==> config.mk <==
export PLATFORM = sky130hd
export DESIGN_NAME = fl13_mult_arbiter
export DESIGN_NICKNAME = d
export VERILOG_FILES = /design/src/rtl/fl13_mult_arbiter.sv
export SDC_FILE = /design/constraint.sdc
export NUM_CORES = 1
export LEC_CHECK = 0
export CORE_MARGIN = 2
export CORE_UTILIZATION = 42
export CTS_CLUSTER_SIZE = 25
export DETAILED_ROUTE_END_ITERATION = 16
export PLACE_DENSITY = 0.85
export SLEW_MARGIN = 20
export SYNTH_ARGS = -nofsm -noshare
export SYNTH_HDL_FRONTEND = slang
export SYNTH_SLANG_ARGS = --single-unit
==> constraint.sdc <==
create_clock -name clock -period 3.3 [get_ports clock]
set_clock_uncertainty 0.1 [all_clocks]
set_input_delay 0.66 -clock clock [delete_from_list [all_inputs] [get_ports clock]]
set_output_delay 0.66 -clock clock [all_outputs]
set_load 0.05 [all_outputs]
==> src/rtl/fl13_mult_arbiter.sv <==
// Round-robin arbiter/sequencer sharing one external 13-bit float multiplier
// between two requesters; operands and product are registered here, no arithmetic.
module fl13_mult_arbiter #(
    parameter int NB_FLOAT = 13,
    parameter int MULT_LAT = 1
) (
    input  logic                  clock,
    input  logic                  i_reset_n,
    input  logic [1:0]            i_req_valid,
    input  logic [2*NB_FLOAT-1:0] i_req_a,
    input  logic [2*NB_FLOAT-1:0] i_req_b,
    output logic [1:0]            o_req_ready,
    output logic [1:0]            o_rsp_valid,
    output logic [NB_FLOAT-1:0]   o_rsp_data,
    input  logic [1:0]            i_rsp_ready,
    output logic [NB_FLOAT-1:0]   o_mult_op1,
    output logic [NB_FLOAT-1:0]   o_mult_op2,
    input  logic [NB_FLOAT-1:0]   i_mult_result,
    output logic                  o_busy,
    output logic                  o_grant_id
);

    typedef enum logic [1:0] {S_IDLE, S_WAIT, S_RESP} state_t;

    localparam logic [3:0] LAT_LOAD = 4'(MULT_LAT - 1);

    state_t                state_q, state_d;
    logic                  ptr_q, ptr_d;
    logic                  gid_q, gid_d;
    logic [3:0]            cnt_q, cnt_d;
    logic [NB_FLOAT-1:0]   op1_q, op1_d;
    logic [NB_FLOAT-1:0]   op2_q, op2_d;
    logic [NB_FLOAT-1:0]   prod_q, prod_d;
    logic                  grant;

    always_ff @(posedge clock or negedge i_reset_n) begin
        if (!i_reset_n) begin
            state_q <= S_IDLE;
            ptr_q   <= 1'b0;
            gid_q   <= 1'b0;
            cnt_q   <= '0;
            op1_q   <= '0;
            op2_q   <= '0;
            prod_q  <= '0;
        end else begin
            state_q <= state_d;
            ptr_q   <= ptr_d;
            gid_q   <= gid_d;
            cnt_q   <= cnt_d;
            op1_q   <= op1_d;
            op2_q   <= op2_d;
            prod_q  <= prod_d;
        end
    end

    always_comb begin
        state_d     = state_q;
        ptr_d       = ptr_q;
        gid_d       = gid_q;
        cnt_d       = cnt_q;
        op1_d       = op1_q;
        op2_d       = op2_q;
        prod_d      = prod_q;
        o_req_ready = 2'b00;
        o_rsp_valid = 2'b00;
        // The pointer only breaks ties; a lone requester is always granted.
        grant       = (i_req_valid == 2'b11) ? ptr_q : i_req_valid[1];

        case (state_q)
            S_IDLE: begin
                if (|i_req_valid) begin
                    o_req_ready[grant] = 1'b1;
                    state_d = S_WAIT;
                    gid_d   = grant;
                    cnt_d   = LAT_LOAD;
                    op1_d   = grant ? i_req_a[NB_FLOAT +: NB_FLOAT] : i_req_a[0 +: NB_FLOAT];
                    op2_d   = grant ? i_req_b[NB_FLOAT +: NB_FLOAT] : i_req_b[0 +: NB_FLOAT];
                end
            end
            S_WAIT: begin
                if (cnt_q == 4'd0) begin
                    prod_d  = i_mult_result;
                    state_d = S_RESP;
                end else begin
                    cnt_d = cnt_q - 4'd1;
                end
            end
            S_RESP: begin
                o_rsp_valid[gid_q] = 1'b1;
                if (i_rsp_ready[gid_q]) begin
                    state_d = S_IDLE;
                    ptr_d   = ~gid_q;
                end
            end
            default: state_d = S_IDLE;
        endcase
    end

    assign o_rsp_data = prod_q;
    assign o_mult_op1 = op1_q;
    assign o_mult_op2 = op2_q;
    assign o_busy     = (state_q != S_IDLE);
    assign o_grant_id = gid_q;

endmodule

==> impl_metrics.csv <==
group,metric,value,unit
die,die_area,5860,sq um
layout,syn_to_final_growth,60.2,%
sta,setup_tns,0,ns
clock_tree,htree_levels,2,
power_and_ir_drop,ir_drop,0.616,mV
sta,worstMarginPinSlew,0.586,ns
detailed_routing,wl_per_cell,16.6,microns
placed_design,numPortBuffers,115,
global_route,grt_max_degree,48,
global_route,grt_use_met1,0.278,
detailed_routing,vias,2027,
logic_synthesis,syn_inst,189,
placed_design,gp_congestion,0.847,
logic_synthesis,ys_seq_area_frac,0.532,
worst_setup_path,path_max_fanout,8,
clock_tree,cts_inserted_buffers,5,
job,drv_cap,0,
logic_synthesis,ys_warn_count,0,
layout,drive_gt1_frac,0.116,
logic_synthesis,syn_nets,262,
global_route,grt_pass1_vias,2105,
detailed_routing,drtAntennaViolNets,0,
die,initial_utilization,0.433,
sta,min_period_over_period,0.823,
global_route,use_met3,0.0569,
detailed_routing,drtPass1Iterations,4,
global_route,grt_most_used_layer,"met2",
clock_tree,post-cts-setup-buffers,0,
sta,min_period,2.72,ns
placed_design,place_ws,0.709,ns
worst_setup_path,startpoint_type,"flop",
logic_synthesis,synth.distinct_cells,38,
power_and_ir_drop,cellPowerDensity,1090,nW/um^2
clock_tree,cts_tree,"yes",
logic_synthesis,synth_area_leaders,"dfrtp_1 53%, a221o_1 7.7%, mux2_2 5.6%",
worst_setup_path,criticalPathCategory,"flop to output pin",
global_route,grtUsageMet2,0.374,
logic_synthesis,avgSynthCellArea,11.7,sq um
detailed_routing,drt_iter0_markers,123,
sta,rsz0062_at_grt,"false",
outcome,status,"complete, no violations",
placed_design,dp.final_hpwl,4590,microns
worst_setup_path,reg2reg_depth,5,
placed_design,place_area,3420,sq um
power_and_ir_drop,leakage,1.47,nW
sta,slew_headroom,0.609,
clock_tree,clock-sinks,47,
power_and_ir_drop,power,3.86,mW
logic_synthesis,ys_ff_latch,47,
clock_tree,post_cts_resize_count,0,
layout,antennaDiodeCount,0,
die,pin_count,116,
logic_synthesis,netlist_area,2210,sq um
clock_tree,cts.clk_slew.worst_paths,0.09,ns
logic_synthesis,synthArstFlopShare,1.00,
worst_hold_path,worstHoldPathType,"primary input to async pin",
layout,fin_area,3540,sq um
logic_synthesis,synth_top_area_frac,0.532,
worst_setup_path,r2r_start,"cnt_q[0]$_DFFE_PN0P_",
detailed_routing,drt_drc_violations_left,0,
die,row_count,26,
logic_synthesis,ys_top_cells_by_count,"47 x dfrtp_1, 17 x a221o_1, 16 x a21boi_0",
logic_synthesis,synth_top_area_cell,"dfrtp_1",
sta,drv_slew,0,
die,core_region_area,5110,sq um
sta,fmax,0.368,GHz
global_route,grtUsageTotal,0.217,
detailed_routing,totalWireLength,6190,microns
logic_synthesis,yosysMostFrequentCell,"dfrtp_1",
sta,hold_viol_final,0,
worst_setup_path,required,2.54,ns
clock_tree,clk_path_buf_depth,2,
logic_synthesis,ys.flop_type,"dfrtp_1",
detailed_routing,avgViaCountPerCell,5.43,
layout,nNetsFinal,375,
worst_setup_path,crit_arrival,1.96,ns
logic_synthesis,synth_edf_count,0,
global_route,antenna_found_initial,0,
die,die_x,76.5,microns
worst_setup_path,rrSetupSlack,1.28,ns
clock_tree,root_buffer,"clkbuf_8",
clock_tree,ctsHoldBuffers,0,
worst_setup_path,regToRegEndpoint,"o_rsp_data[11]$_DFFE_PN0P_",
worst_setup_path,cp-end-kind,"output pin",
sta,layout_setup_ws,0.584,ns
layout,fillers,375,
global_route,overflow,0,
global_route,grt_pass1_wl,10200,microns
clock_tree,insertion_delay,0.30,ns
die,die_h,76.5,microns
sta,setup_viol_count_final,0,
[how the worst max path moves through the flow]
stage          slack, ns  depth (start not counted)             end              startpoint
6_report            0.58                          3  o_rsp_valid[1]  state_q[0]$_DFFE_PN0P_
3_5_place_dp        0.71                          4  o_req_ready[0]          i_req_valid[1]
3_3_place_gp        0.71                          4  o_req_ready[0]          i_req_valid[1]
2_1_floorplan       1.08                          4  o_req_ready[1]          i_req_valid[1]
4_1_cts             0.58                          3  o_rsp_valid[1]  state_q[0]$_DFFE_PN0P_
5_1_grt             0.52                          3  o_rsp_valid[1]  state_q[0]$_DFFE_PN0P_
[sequential cells by signal, indices dropped and copies added (netlist names)]
register,flops
cnt_q,4
o_grant_id,1
o_mult_op1,13
o_mult_op2,13
o_rsp_data,13
ptr_q,1
state_q,2
[critical path: stages (launching register included)]
cell and delay (ns):
dfrtp_1 0.49, inv_1 0.15, and3_1 0.20, clkdlybuf4s50_1 0.81
[routing by layer]
layer  vias to the layer above  wire length, microns  part of all wire
met5                         -                     0                 0
met4                         0                    68             0.011
met3                         8                   445             0.072
met2                       103                  3170              0.51
met1                       978                  2510              0.41
li1                        938                     -                 -
[layout make-up]
cell class              count  area [sq um]  area share
inverters                   6          22.5     0.00636
multi-input cells         121           923       0.261
clock inverters             3          47.5      0.0134
repair buffers            121          1210       0.343
well taps                  70          87.6      0.0247
flip-flops and latches     47          1180       0.332
clock buffers               5          68.8      0.0194
[metrics by stage]
| step | hold slack [ns] | std cells | utilization |
|---|---|---|---|
| 3_3_place_gp | 0.385 | 365 | 0.670 |
| 5_1_grt | 0.292 | 373 | 0.693 |
| 3_5_place_dp | 0.393 | 365 | 0.670 |
| 6_report | 0.241 | 373 | 0.693 |
| 2_1_floorplan | 0.264 | 189 | - |
| 4_1_cts | 0.416 | 373 | 0.693 |
[cell usage in the layout, fill, tap and decap left out, drive strengths merged, types with 2 or more instances in the layout]
cell type / instances
inv: 7
a221o: 17
clkdlybuf4s50: 112
a21boi: 17
nor3: 5
a21oi: 10
nand3: 9
clkbuf: 5
a31oi: 10
buf: 9
nand2b: 3
dfrtp: 47
ha: 2
and3: 2
a211o: 2
mux2: 13
nor3b: 2
o21ai: 13
nor2: 3
or2: 2
[cells by family (layout without fill, tap and decap cells)]
group | count (synthesis) | count (layout) | share of synthesized area
AOI/OAI and AO/OA | 73 | 73 | 0.238
adders and majority gates | 2 | 2 | 0.0113
buffers and inverters | 21 | 135 | 0.0498
DFF | 47 | 47 | 0.532
muxes | 14 | 14 | 0.0742
and+or+nand+nor | 32 | 32 | 0.0940
[report_power, final]
| group | total (mW) | internal [mW] | switching [mW] |
|---|---|---|---|
| Combinational | 2.38 | 0.926 | 1.46 |
| Sequential | 1.04 | 0.860 | 0.181 |
| Clock | 0.438 | 0.230 | 0.208 |
Note: power is estimated with default switching activity, not from simulation.
